[src/rtl/sat_corr.sv]
// sat_corr: carrier wipe-off and C/A despreading correlator with integrate-and-dump output.
// Three-stage pipeline (capture, rotate/despread, accumulate) with gapless back-to-back dumps.
module sat_corr (
   input  logic        clk,
   input  logic        reset,
   input  logic        enable,
   input  logic [15:0] real_in,
   input  logic [15:0] imag_in,
   input  logic [31:0] freq,
   input  logic [5:0]  ca_sel,
   input  logic [35:0] ca_seq,
   input  logic [15:0] dump_len,
   input  logic        start,
   input  logic        stop,
   output logic        busy,
   output logic        result_valid,
   input  logic        result_ready,
   output logic [31:0] acc_real,
   output logic [31:0] acc_imag,
   output logic [7:0]  result_seq,
   output logic        overrun
);

   typedef enum logic [0:0] {StIdle, StInteg} state_e;

   state_e      state_q, state_d;
   logic [15:0] len_q, len_d, cnt_q, cnt_d;
   logic [31:0] phase_q, phase_d;

   logic        s1_vld_q, s1_vld_d, s1_last_q, s1_last_d, s1_neg_q, s1_neg_d;
   logic [1:0]  s1_quad_q, s1_quad_d;
   logic [15:0] s1_re_q, s1_re_d, s1_im_q, s1_im_d;

   logic        s2_vld_q, s2_vld_d, s2_last_q, s2_last_d;
   logic [15:0] s2_re_q, s2_re_d, s2_im_q, s2_im_d;

   logic [31:0] acc_re_q, acc_re_d, acc_im_q, acc_im_d;
   logic [31:0] res_re_q, res_re_d, res_im_q, res_im_d;
   logic        res_vld_q, res_vld_d, ovr_q, ovr_d;
   logic [7:0]  seq_q, seq_d;

   logic        accept, kill;
   logic [15:0] cnt_inc, rot_re, rot_im;
   logic [31:0] sum_re, sum_im;

   // Two's-complement negation that maps the most negative value to the most positive.
   function automatic logic [15:0] sat_neg(input logic [15:0] x);
      return (x == 16'h8000) ? 16'h7fff : (16'h0000 - x);
   endfunction

   always_comb begin
      state_d   = state_q;
      len_d     = len_q;
      cnt_d     = cnt_q;
      phase_d   = phase_q;
      s1_vld_d  = s1_vld_q;
      s1_last_d = s1_last_q;
      s1_neg_d  = s1_neg_q;
      s1_quad_d = s1_quad_q;
      s1_re_d   = s1_re_q;
      s1_im_d   = s1_im_q;
      s2_vld_d  = s2_vld_q;
      s2_last_d = s2_last_q;
      s2_re_d   = s2_re_q;
      s2_im_d   = s2_im_q;
      acc_re_d  = acc_re_q;
      acc_im_d  = acc_im_q;
      res_re_d  = res_re_q;
      res_im_d  = res_im_q;
      res_vld_d = res_vld_q;
      ovr_d     = ovr_q;
      seq_d     = seq_q;
      rot_re    = s1_re_q;
      rot_im    = s1_im_q;

      kill    = (state_q == StInteg) && stop;
      accept  = (state_q == StInteg) && enable && !stop;
      cnt_inc = cnt_q + 16'd1;
      sum_re  = acc_re_q + {{16{s2_re_q[15]}}, s2_re_q};
      sum_im  = acc_im_q + {{16{s2_im_q[15]}}, s2_im_q};

      // Stage 1: capture sample, code bit and pre-increment quadrant.
      s1_vld_d = accept;
      if (accept) begin
         s1_re_d   = real_in;
         s1_im_d   = imag_in;
         s1_quad_d = phase_q[31:30];
         s1_neg_d  = (ca_sel < 6'd36) ? ca_seq[ca_sel] : 1'b0;
         s1_last_d = (cnt_inc == len_q);
         cnt_d     = (cnt_inc == len_q) ? 16'd0 : cnt_inc;
         phase_d   = phase_q + freq;
      end

      // Stage 2: quadrant rotation then despreading.
      case (s1_quad_q)
         2'd0: begin
            rot_re = s1_re_q;
            rot_im = s1_im_q;
         end
         2'd1: begin
            rot_re = s1_im_q;
            rot_im = sat_neg(s1_re_q);
         end
         2'd2: begin
            rot_re = sat_neg(s1_re_q);
            rot_im = sat_neg(s1_im_q);
         end
         default: begin
            rot_re = sat_neg(s1_im_q);
            rot_im = s1_re_q;
         end
      endcase
      s2_vld_d = s1_vld_q && !kill;
      if (s1_vld_q) begin
         s2_last_d = s1_last_q;
         s2_re_d   = s1_neg_q ? sat_neg(rot_re) : rot_re;
         s2_im_d   = s1_neg_q ? sat_neg(rot_im) : rot_im;
      end

      // Stage 3: accumulate, and on a tagged sample dump into the result registers.
      if (res_vld_q && result_ready) begin
         res_vld_d = 1'b0;
      end
      if (s2_vld_q && !kill) begin
         if (s2_last_q) begin
            res_re_d  = sum_re;
            res_im_d  = sum_im;
            acc_re_d  = 32'd0;
            acc_im_d  = 32'd0;
            seq_d     = seq_q + 8'd1;
            res_vld_d = 1'b1;
            if (res_vld_q && !result_ready) begin
               ovr_d = 1'b1;
            end
         end else begin
            acc_re_d = sum_re;
            acc_im_d = sum_im;
         end
      end

      if (kill) begin
         state_d  = StIdle;
         acc_re_d = 32'd0;
         acc_im_d = 32'd0;
      end
      if ((state_q == StIdle) && start && (dump_len != 16'd0)) begin
         state_d  = StInteg;
         len_d    = dump_len;
         phase_d  = 32'd0;
         cnt_d    = 16'd0;
         acc_re_d = 32'd0;
         acc_im_d = 32'd0;
         ovr_d    = 1'b0;
      end
   end

   always_ff @(posedge clk) begin
      if (reset) begin
         state_q   <= StIdle;
         len_q     <= 16'd0;
         cnt_q     <= 16'd0;
         phase_q   <= 32'd0;
         s1_vld_q  <= 1'b0;
         s1_last_q <= 1'b0;
         s1_neg_q  <= 1'b0;
         s1_quad_q <= 2'd0;
         s1_re_q   <= 16'd0;
         s1_im_q   <= 16'd0;
         s2_vld_q  <= 1'b0;
         s2_last_q <= 1'b0;
         s2_re_q   <= 16'd0;
         s2_im_q   <= 16'd0;
         acc_re_q  <= 32'd0;
         acc_im_q  <= 32'd0;
         res_re_q  <= 32'd0;
         res_im_q  <= 32'd0;
         res_vld_q <= 1'b0;
         ovr_q     <= 1'b0;
         seq_q     <= 8'd0;
      end else begin
         state_q   <= state_d;
         len_q     <= len_d;
         cnt_q     <= cnt_d;
         phase_q   <= phase_d;
         s1_vld_q  <= s1_vld_d;
         s1_last_q <= s1_last_d;
         s1_neg_q  <= s1_neg_d;
         s1_quad_q <= s1_quad_d;
         s1_re_q   <= s1_re_d;
         s1_im_q   <= s1_im_d;
         s2_vld_q  <= s2_vld_d;
         s2_last_q <= s2_last_d;
         s2_re_q   <= s2_re_d;
         s2_im_q   <= s2_im_d;
         acc_re_q  <= acc_re_d;
         acc_im_q  <= acc_im_d;
         res_re_q  <= res_re_d;
         res_im_q  <= res_im_d;
         res_vld_q <= res_vld_d;
         ovr_q     <= ovr_d;
         seq_q     <= seq_d;
      end
   end

   assign busy         = (state_q == StInteg);
   assign result_valid = res_vld_q;
   assign acc_real     = res_re_q;
   assign acc_imag     = res_im_q;
   assign result_seq   = seq_q;
   assign overrun      = ovr_q;

endmodule
[config.mk]
export PLATFORM = sky130hd
export DESIGN_NAME = sat_corr
export DESIGN_NICKNAME = d
export VERILOG_FILES = /design/src/rtl/sat_corr.sv
export SDC_FILE = /design/constraint.sdc
export NUM_CORES = 1
export LEC_CHECK = 0
export CAP_MARGIN = 25
export CORE_MARGIN = 2
export CORE_UTILIZATION = 39
export CTS_CLUSTER_SIZE = 10
export DETAILED_ROUTE_END_ITERATION = 10
export DONT_BUFFER_PORTS = 1
export HOLD_SLACK_MARGIN = 0.06
export PLACE_DENSITY = 0.54
export REMOVE_ABC_BUFFERS = 1
export SLEW_MARGIN = 10
export SYNTH_ARGS = -nofsm -noshare
export SYNTH_HDL_FRONTEND = slang
export SYNTH_SLANG_ARGS = --single-unit
[constraint.sdc]
create_clock -name clk -period 8.49 [get_ports clk]
set_clock_uncertainty 0.05 [all_clocks]
set_input_delay 1.698 -clock clk [delete_from_list [all_inputs] [get_ports clk]]
set_output_delay 1.698 -clock clk [all_outputs]
set_load 0.02 [all_outputs]
==> results of run 1 <==
[metal layers]
metal / GRT usage [%] / share of wire [%] / up-vias
li1: - / - / 7781
met1: 26.2 / 46 / 7309
met2: 34.0 / 45 / 329
met3: 5.45 / 6.3 / 81
met4: 6.25 / 2.6 / 2
met5: 0 / 0.027 / -
[synth_stat cells (6+ instances only)]
cell,count,area [sq um]
nand2b_1,24,150
mux2i_1,28,280
nor3b_1,6,45.0
o21bai_1,15,113
nand4_1,14,87.6
o22ai_1,8,50.1
a211oi_2,20,250
buf_2,8,40.0
nand3b_1,14,105
or4_1,8,60.1
or3b_2,7,61.3
nor2_1,215,807
or3_1,26,163
nor4_1,14,87.6
o31ai_1,15,113
xor2_1,54,473
buf_1,11,41.3
inv_1,38,143
ha_1,99,1240
a21oi_1,247,1240
nor2b_1,11,68.8
nor3_1,41,205
clkbuf_1,105,394
o211ai_1,12,90.1
a221oi_1,6,52.6
mux4_2,14,315
a21o_1,39,293
nand2_1,343,1290
xnor2_1,93,815
a31oi_1,9,56.3
nand3_1,51,255
a211oi_1,25,188
dfxtp_1,274,5490
o31a_1,9,78.8
a22oi_1,54,405
o21ai_0,104,521
o21a_1,15,113
and3_1,20,125
[stage by stage]
step	cells	hold WS, ps	total power [mW]	worst slack [ps]	area [sq um]
floorplan	2079	380	1.52	3120	16900
global placement	2686	393	1.57	3510	17800
detailed placement	2686	400	1.58	3480	17800
CTS	2741	407	3.02	4030	18900
global route	2742	425	3.10	3740	18900
finish	2743	402	2.96	3980	18900
[layout by cell type (no fill, tap or decap), types with 11 or more instances in the layout]
cell       netlist  final
nand2_1        343    341
o21a_1          15     15
ha_1            99     99
nor3_1          41     41
o31ai_1         15     15
mux4_2          14     14
dfxtp_1        274    273
or3_1           26     26
o21ai_0        104    104
nand3b_1        14     14
a211oi_1        25     25
nor2_1         215    214
buf_4            1     15
o21bai_1        15     15
nor2b_1         11     11
o211ai_1        12     12
a211oi_2        20     20
a22oi_1         54     54
mux2i_1         28     28
clkbuf_16        0     36
nand4_1         14     14
a21o_1          39     39
a21oi_1        247    247
nor4_1          14     14
nand3_1         51     49
xnor2_1         93     93
inv_1           38     38
and3_1          20     18
xor2_1          54     54
nand2b_1        24     24
[area by class of cell]
cell class	count	area, sq um
antenna	1	2.50
clock buffer	48	986
clock inverter	7	78.8
fill	4585	25200
inverter	40	150
multi-input combinational	1765	11300
sequential	274	5490
tap	592	741
timing repair buffer	16	140
[cells by family (layout without fill, tap and decap cells)]
group | count (synthesis) | after routing
buffers and inverters | 168 | 111
other | 0 | 1
muxes | 47 | 47
xor gates and xnor gates | 147 | 147
DFF | 274 | 274
AOI/OAI and AO/OA | 646 | 646
and+or+nand+nor | 823 | 823
adders and majority gates | 102 | 102
[critical path, stage by stage]
cell	delay (ps)
ha_1	180
inv_1	70
fa_1	390
nor2b_1	170
o31a_1	180
o21ai_0	140
a2111oi_0	900
o21ai_0	280
a31oi_1	280
nand4_1	130
nand4b_1	120
xor2_1	170
nand2_1	70
a21oi_1	160
[state kept, by name (all words and copies together), names as in the netlist, 2 cells and up]
register,cells
len_q,16
phase_q,32
acc_real,32
s2_im_q,16
s1_re_q,16
result_seq,8
s2_re_q,16
s1_im_q,16
acc_im_q,32
acc_re_q,32
s1_quad_q,2
acc_imag,32
cnt_q,16
[power breakdown]
| group | total [mW] | internal, mW | switching, mW |
|---|---|---|---|
| Clock | 1.41 | 0.839 | 0.575 |
| Combinational | 0.233 | 0.0943 | 0.138 |
| Sequential | 1.32 | 1.30 | 0.0174 |
| Total | 2.96 | 2.23 | 0.731 |
[how the worst max path moves through the flow]
stage	cells after the start	endpoint	start
after global placement	14	phase_q[30]	freq[0]
after detailed placement	14	phase_q[30]	freq[0]
after floorplan	5	acc_im_q[28]	stop
final	14	phase_q[30]	freq[0]
after global routing	13	s2_re_q[0]	s1_im_q[0]
after CTS	14	phase_q[30]	freq[0]
==> key figures, run 1 <==
STA
  • Fmax: 222 MHz
  • Max Slew Vio Count: 0
  • Setup TNS: 0 ps
  • Hold Fails Final Rpt: 0
  • RSZ-0062 raised after global routing: false
  • Tmin final: 4510 ps
  • Final setup violation count: 0
  • Tcrit/Tclk final: 53.1%
  • Slew HR: 34.3%
  • Worst-Margin Slew: 961 ps

Drt
  • DRT Pass-1 Iters: 5
  • WL/cell: 17.6 um
  • DR vias: 15.5k
  • Initial DRC Count: 879
  • Detailed Route WL: 48300 um
  • Antenna viol nets, final: 0
  • Residual DRC: 0
  • Vias per cell: 5.65

Setup path
  • RR Startpoint: s1_im_q[1]
  • WP data required: 8910 ps
  • Reg2Reg Depth: 13
  • Critical path endpoint category: flip-flop
  • R2r setup slk: 4010 ps
  • CP arrival: 4930 ps
  • CP Max Fanout: 3
  • FF-to-FF End: s2_re_q[0]
  • Crit path kind: input port to flip-flop
  • Crit path launch type: input port

Floorplan
  • Die X: 215 um
  • Core area: 44100 sq um
  • Site Rows: 77
  • Die area: 46300 sq um
  • I/O pins: 203
  • Die Span Y: 215 um
  • Initial Util: 39.4%

Logic synthesis
  • Avg Inst Size Synth: 7.88 sq um
  • Simple-Gate Fraction of Synth Area: 21.8%
  • Ys Warns: 0
  • Sequential share of the synthesized area: 31.5%
  • Synth Area in XOR/XNOR: 7.40%
  • Seq cells post-synth: 274
  • Largest family of logic cells by synthesized area: compound AO/OA/AOI/OAI gates
  • Async SR Flop Fraction: 0%
  • Post-synth EDFFs: 0
  • Adder-Cell Fraction of Synth Area: 7.46%
  • Mapped Cells: 2207
  • Mux contribution to synthesized area: 3.75%
  • Netlist cell types: 87
  • Post-synth top flop: dfxtp_1
  • Synth Cell Area: 17400 sq um
  • Synth Area in Compound Gates: 24.2%

Clock network
  • Clk sink count: 274
  • TritonCTS Buffers: 36
  • Hold-fix buffers, CTS: 0
  • Clock Pin Slew Worst Setup and Hold Paths: 60 ps
  • Clock Latency Late Sink: 550 ps
  • CTS tree: yes
  • CTS H-tree lvls: 2
  • Gates resized, CTS repair: 0
  • CTS root buffer: clkbuf_16
  • Post-CTS Setup Bufs: 0
  • Clock Tree Buf Depth: 3

Cells and area
  • Final Util: 42.8%
  • Synth-to-Final Area Change: 8.51%
  • Net count, final: 2363
  • Share of cells above drive strength 1: 6.88%

Min path
  • Worst Hold Class: flip-flop to flip-flop
  • Hold Path End: phase_q[3]
  • Hold_sp: phase_q[3]
  • Hold Path Depth: 2

Placed design
  • Routability Congestion: 0.923
  • HPWL Detailed: 33800 um
  • IO buf count: 0

Pwr
  • VDD IR max: 0.134 mV
  • Lkg Pwr: 7.24 nW
  • Pwr dens: 157 nW/um^2

Flow run
  • Max Cap Viol: 0

Global routing
  • GRT Total Usage: 20.6%
  • Initial antenna violation count: 2
  • Vias in the first global route: 15.0k
  • Largest net degree at the start of global routing: 167
  • First-pass GRT wire length: 78800 um
  • Overflow after GRT: 0

Status
  • Outcome: finished clean
Note: power is estimated with default switching activity, not from simulation.
==> inputs of run 2 (changes only) <==
==> constraint.sdc (replaced) <==
create_clock -name clk -period 4.3 [get_ports clk]
set_clock_uncertainty 0.05 [all_clocks]
set_input_delay 0.86 -clock clk [delete_from_list [all_inputs] [get_ports clk]]
set_output_delay 0.86 -clock clk [all_outputs]
set_load 0.02 [all_outputs]
==> key figures, run 2 (same netlist as run 1, synthesis figures left out) <==
Status
  • Outcome: finished clean (unchanged)

Global routing
  • First-pass GRT wire length: 81300 um (was 78800 um)
  • Initial antenna violation count: 1 (was 2)
  • Overflow after GRT: 0 (unchanged)
  • Met1 Usage GRT: 27.8% (was 26.2%)
  • Largest net degree at the start of global routing: 167 (unchanged)
  • Vias in the first global route: 15.2k (was 15.0k)
  • Met3 Use GR: 4.73% (was 5.45%)
  • GR Util met2: 35.2% (was 34.0%)
  • GRT Total Usage: 21.3% (was 20.6%)
  • Grt peak-use layer: met2 (unchanged)

Drt
  • Antenna viol nets, final: 0 (unchanged)
  • Initial DRC Count: 868 (was 879)
  • WL/cell: 18.1 um (was 17.6 um)
  • DR vias: 15.6k (was 15.5k)
  • DRT Pass-1 Iters: 5 (unchanged)
  • Detailed Route WL: 50300 um (was 48300 um)
  • Vias per cell: 5.61 (was 5.65)
  • Residual DRC: 0 (unchanged)

Clock network
  • TritonCTS Buffers: 36 (unchanged)
  • Post-CTS Setup Bufs: 0 (unchanged)
  • Clock Latency Late Sink: 550 ps (about the same)
  • Clock Pin Slew Worst Setup and Hold Paths: 60 ps (about the same)
  • CTS H-tree lvls: 2 (unchanged)
  • Hold-fix buffers, CTS: 0 (unchanged)
  • Clk sink count: 274 (unchanged)
  • CTS tree: yes (unchanged)
  • Clock Tree Buf Depth: 3 (unchanged)
  • CTS root buffer: clkbuf_16 (unchanged)

Cells and area
  • Net count, final: 2393 (was 2363)
  • Area of the multi-input gates: 11300 sq um (about the same)
  • Register area: 5490 sq um (unchanged)
  • Synth-to-Final Area Change: 9.89% (was 8.51%)
  • Final Util: 43.3% (was 42.8%)
  • Fill count: 4581 (was 4585)
  • Ant diodes: 0 (was 1)
  • Share of cells above drive strength 1: 8.30% (was 6.88%)
  • Most frequent cells in the layout: nand2_1 (341), dfxtp_1 (273), a21oi_1 (247) (unchanged)
  • Commonest non-fill, non-tap cell in the layout: nand2_1 (unchanged)

Setup path
  • R2r setup slk: 250 ps (was 4010 ps)
  • CP Max Fanout: 10 (was 3)
  • Crit path kind: flip-flop to flip-flop (was input port to flip-flop)
  • WP data required: 4670 ps (was 8910 ps)
  • Crit path launch type: flip-flop (was input port)
  • RR Startpoint: s1_im_q[1] (unchanged)
  • CP startpoint: s1_im_q[1] (was freq[0])
  • CP arrival: 4410 ps (was 4930 ps)
  • Critical path endpoint category: flip-flop (unchanged)

Placed design
  • Routability Congestion: 0.914 (was 0.923)
  • HPWL Detailed: 36500 um (was 33800 um)
  • Setup WS pre-CTS: 314 ps (was 3480 ps)
  • IO buf count: 0 (unchanged)

Floorplan
  • I/O pins: 203 (unchanged)
  • Die Span Y: 215 um (unchanged)
  • Die area: 46300 sq um (unchanged)
  • Initial Util: 39.4% (unchanged)
  • Site Rows: 77 (unchanged)
  • Die X: 215 um (unchanged)
  • Core area: 44100 sq um (unchanged)

STA
  • Hold Fails Final Rpt: 0 (unchanged)
  • RSZ-0062 raised after global routing: false (unchanged)
  • Tmin final: 4050 ps
  • Tcrit/Tclk final: 94.1%
  • Final setup violation count: 0 (unchanged)
  • Setup TNS: 0 ps (unchanged)
  • Fmax: 247 MHz
  • Slew HR: 42.8% (was 34.3%)
  • Max Slew Vio Count: 0 (unchanged)
  • Worst-Margin Slew: 858 ps (was 961 ps)
  • Min Hold Slack: 340 ps (was 402 ps)
  • Setup ws final: 253 ps (was 3980 ps)

Pwr
  • Internal Pwr Total: 4.45 mW (was 2.23 mW)
  • Pwr dens: 309 nW/um^2 (was 157 nW/um^2)
  • Combinational Power Share: 8.1% (was 7.8%)
  • Register share of total power: 44.1% (was 44.4%)
  • VDD IR max: 0.283 mV (was 0.134 mV)
  • Lkg Pwr: 7.39 nW (was 7.24 nW)
  • Switching Fraction: 24.7% (about the same)
  • Clock Power Share: 47.8% (was 47.7%)
  • NetSw: 1.46 mW (was 0.731 mW)

Flow run
  • Max Cap Viol: 0 (unchanged)

Min path
  • Worst Hold Class: input port to flip-flop (was flip-flop to flip-flop)
  • Hold_sp: reset (was phase_q[3])
-- run 2: what timing repair did --
action                                  4_1_cts  5_1_grt
endpoints found under the setup margin        0        1
hold endpoints to repair                      0        0
gates resized for setup                       0        1
-- run 2: per-stage QoR --
stage | total power [mW] | cell area, sq um | cells
6_report | 5.90 | 19100 | 2774
5_1_grt | 6.16 | 19100 | 2774
4_1_cts | 6.00 | 19100 | 2774
3_5_place_dp | 3.13 | 18000 | 2717
3_3_place_gp | 3.13 | 18000 | 2717
2_1_floorplan | 3.00 | 16900 | 2079
-- run 2: cell type report --
class	instances	area share (%)
Multi-Input combinational cell	1765	59.1
Sequential cell	274	28.7
Clock buffer	51	5.48
Tap cell	592	3.87
Timing Repair Buffer	46	1.87
Inverter	40	0.785
Clock inverter	6	0.216
-- run 2: critical path, stage by stage (launching register included) --
cell      delay (ps)
dfxtp_1          340
inv_1             90
ha_1             230
or4b_1           600
nor3_2           610
a21oi_1          130
mux4_2           540
ha_1             220
inv_1            100
or3_1            130
or3_1            120
or2_4            140
o31a_1           250
buf_4            250
a211oi_2          90
-- run 2: path summary, 6_finish.rpt --
| check | to | depth (start not counted) |
|---|---|---|
| max | s2_im_q[6] | 14 |
| min | acc_real[6] | 1 |
| max reg2reg | s2_im_q[6] | 14 |
| min reg2reg | phase_q[5] | 2 |
-- run 2: power by group through the flow --
stage                     clock network (mW)  registers (mW)  logic (mW)
final                                   2.82            2.60       0.479
after global routing                    3.02            2.60       0.532
after CTS                               2.93            2.60       0.478
after detailed placement                   0            2.65       0.475
after global placement                     0            2.65       0.473
after floorplan                            0            2.65       0.353
-- run 2: routing by layer --
metal / up-vias / share of wire (%)
met2: 326 / 46
met3: 63 / 6.0
met5: - / 0
met4: 0 / 2.2
met1: 7341 / 46
li1: 7837 / -
==> inputs of run 3 (changes only) <==
==> constraint.sdc (replaced) <==
create_clock -name clk -period 4.1 [get_ports clk]
set_clock_uncertainty 0.05 [all_clocks]
set_input_delay 0.82 -clock clk [delete_from_list [all_inputs] [get_ports clk]]
set_output_delay 0.82 -clock clk [all_outputs]
set_load 0.02 [all_outputs]
==> key figures, run 3 (same netlist as run 1, synthesis figures left out) <==
Clock network
  • CTS tree: yes (unchanged)
  • CTS root buffer: clkbuf_16 (unchanged)
  • Clock Tree Buf Depth: 3 (unchanged)
  • Post-CTS Setup Bufs: 0 (unchanged)
  • Gates resized, CTS repair: 0 (unchanged)
  • Hold-fix buffers, CTS: 0 (unchanged)
  • CTS H-tree lvls: 2 (unchanged)
  • Clock Latency Late Sink: 550 ps (about the same)
  • Clock Pin Slew Worst Setup and Hold Paths: 60 ps (about the same)
  • TritonCTS Buffers: 37 (was 36)
  • Clk sink count: 274 (unchanged)

Global routing
  • GRT Total Usage: 21.4% (was 21.3%)
  • Initial antenna violation count: 0 (was 1)
  • Largest net degree at the start of global routing: 167 (unchanged)
  • First-pass GRT wire length: 81400 um (was 81300 um)
  • Overflow after GRT: 0 (unchanged)
  • Vias in the first global route: 15.2k (about the same)

Drt
  • DR vias: 15.7k (was 15.6k)
  • Detailed Route WL: 50400 um (was 50300 um)
  • DRT Pass-1 Iters: 6 (was 5)
  • WL/cell: 18.0 um (was 18.1 um)
  • Residual DRC: 0 (unchanged)
  • Initial DRC Count: 759 (was 868)
  • Antenna viol nets, final: 0 (unchanged)
  • Vias per cell: 5.61 (about the same)

Setup path
  • WP data required: 4510 ps (was 4670 ps)
  • Crit-path max cell delay: 390 ps (was 610 ps)
  • Reg2Reg Depth: 14 (unchanged)
  • CP startpoint: s1_im_q[1] (unchanged)
  • RR Startpoint: s1_im_q[1] (unchanged)
  • Critical path's most frequent cell: or3_1
  • FF-to-FF End: s2_im_q[9] (was s2_im_q[6])
  • R2r setup slk: 230 ps (was 250 ps)
  • Crit path kind: flip-flop to flip-flop (unchanged)
  • CP Max Fanout: 10 (unchanged)
  • Crit path cell chain: inv_1 > ha_1 > or4b_1 > or3_1 > nor3_1 > buf_4 > nor3_1 > o21ai_1 > or3_1 > or3_1 > or2_4 > o31a_1 > buf_12 > a211oi_2 (was inv_1 > ha_1 > or4b_1 > nor3_2 > a21oi_1 > mux4_2 > ha_1 > inv_1 > or3_1 > or3_1 > or2_4 > o31a_1 > buf_4 > a211oi_2)
  • Slowest-stage cell, CP: or3_1 (was nor3_2)
  • Crit path launch type: flip-flop (unchanged)
  • CP arrival: 4280 ps (was 4410 ps)
  • Critical path endpoint category: flip-flop (unchanged)

Min path
  • Hold_sp: reset (unchanged)
  • Worst Hold Class: input port to flip-flop (unchanged)
  • Hold Path End: acc_real[5] (was acc_real[6])
  • Hold Path Depth: 1 (unchanged)

STA
  • Tmin final: 3870 ps (was 4050 ps)
  • Fmax: 259 MHz (was 247 MHz)
  • Tcrit/Tclk final: 94.3% (was 94.1%)
  • RSZ-0062 raised after global routing: false (unchanged)
  • Hold Fails Final Rpt: 0 (unchanged)
  • Worst-Margin Slew: 832 ps (was 858 ps)
  • Max Slew Vio Count: 0 (unchanged)
  • Slew HR: 44.5% (was 42.8%)
  • Final setup violation count: 0 (unchanged)
  • Min Hold Slack: 299 ps (was 340 ps)

Pwr
  • Lkg Pwr: 7.50 nW (was 7.39 nW)
  • Internal Pwr Total: 4.73 mW (was 4.45 mW)
  • Register share of total power: 43.5% (was 44.1%)
  • VDD IR max: 0.281 mV (was 0.283 mV)
  • Switching Fraction: 24.5% (was 24.7%)
  • Combinational Power Share: 8.3% (was 8.1%)
  • Clock Power Share: 48.2% (was 47.8%)
  • Overall power: 6.26 mW (was 5.90 mW)
  • Pwr dens: 324 nW/um^2 (was 309 nW/um^2)
  • NetSw: 1.53 mW (was 1.46 mW)

Cells and area
  • Synth-to-Final Area Change: 11.0% (was 9.89%)
  • Commonest non-fill, non-tap cell in the layout: nand2_1 (unchanged)
  • Fill count: 4604 (was 4581)
  • Ant diodes: 0 (unchanged)
  • Net count, final: 2412 (was 2393)
  • Final Cell Area: 19300 sq um (was 19100 sq um)
  • Share of cells above drive strength 1: 9.12% (was 8.30%)
  • Most frequent cells in the layout: nand2_1 (341), dfxtp_1 (273), a21oi_1 (247) (unchanged)
  • Non-filler cells, final: 2795 (was 2774)

Floorplan
  • I/O pins: 203 (unchanged)
  • Die area: 46300 sq um (unchanged)
  • Core area: 44100 sq um (unchanged)
  • Site Rows: 77 (unchanged)
  • Die X: 215 um (unchanged)
  • Die Span Y: 215 um (unchanged)
  • Initial Util: 39.4% (unchanged)

Placed design
  • Area after DPL: 18200 sq um (was 18000 sq um)
  • Placed Cells: 2734 (was 2717)
  • Routability Congestion: 0.934 (was 0.914)
  • IO buf count: 0 (unchanged)
  • HPWL Detailed: 36700 um (was 36500 um)

Status
  • Outcome: finished clean (unchanged)

Flow run
  • Max Cap Viol: 0 (unchanged)
==> run 3: cell count changes in the layout (fill, tap and decap cells not counted) <==
| cell | before | now |
|---|---|---|
| buf_4 | 45 | 60 |
| clkbuf_8 | 7 | 6 |
| clkbuf_1 | 7 | 8 |
| clkinv_4 | 1 | 0 |
| a2111oi_1 | 1 | 0 |
| clkinvlp_4 | 0 | 2 |
| a2111oi_0 | 3 | 4 |
| buf_8 | 0 | 1 |
| clkinv_2 | 3 | 4 |
| buf_12 | 1 | 3 |
| bufinv_16 | 0 | 1 |
==> run 3: per-stage QoR <==
stage	utilization (%)	setup WS, ps	setup TNS [ps]
2_1_floorplan	-	-389	-15810
3_3_place_gp	41.2	357	0
3_5_place_dp	41.2	278	0
4_1_cts	43.8	255	0
5_1_grt	43.8	41.6	0
6_report	43.8	232	0
==> run 3: power groups by stage <==
| stage | sequential [mW] | combinational [mW] | clock, mW |
|---|---|---|---|
| final | 2.73 | 0.519 | 3.02 |
| after global placement | 2.78 | 0.509 | 0 |
| after global routing | 2.73 | 0.570 | 3.24 |
| after CTS | 2.72 | 0.516 | 3.14 |
| after detailed placement | 2.78 | 0.513 | 0 |
| after floorplan | 2.77 | 0.371 | 0 |
==> run 3: how the worst max path moves through the flow <==
stage	endpoint	cells past startpoint
after global placement	s2_im_q[10]	14
after detailed placement	s2_im_q[6]	14
after CTS	s2_im_q[9]	14
after floorplan	acc_im_q[28]	5
after global routing	s2_im_q[8]	14
final	s2_im_q[9]	14
==> run 3: worst max-delay path, delay by kind of cell (launching register included) <==
family	cells	cell delay, ps
AND/OR/NAND/NOR	7	1960
AO/OA/AOI/OAI	3	710
adder cells (fa/ha/maj)	1	230
flip-flops	1	380
buffers and inverters	3	420
==> run 3: final cells by class <==
type	count	area, sq um	area share [%]
multi-input combinational	1765	11300	58.5
sequential	274	5490	28.4
clock buffer	51	1040	5.38
tap	592	741	3.83
timing repair buffer	64	526	2.72
inverter	40	150	0.777
clock inverter	9	82.6	0.427
==> run 3: routing by layer <==
layer / GRT usage (%) / wire, um / up-vias
li1: - / - / 7871
met1: 27.5 / 22900 / 7396
met2: 35.6 / 23300 / 354
met3: 5.42 / 3070 / 70
met4: 5.33 / 1040 / 0
met5: 0 / 0 / -
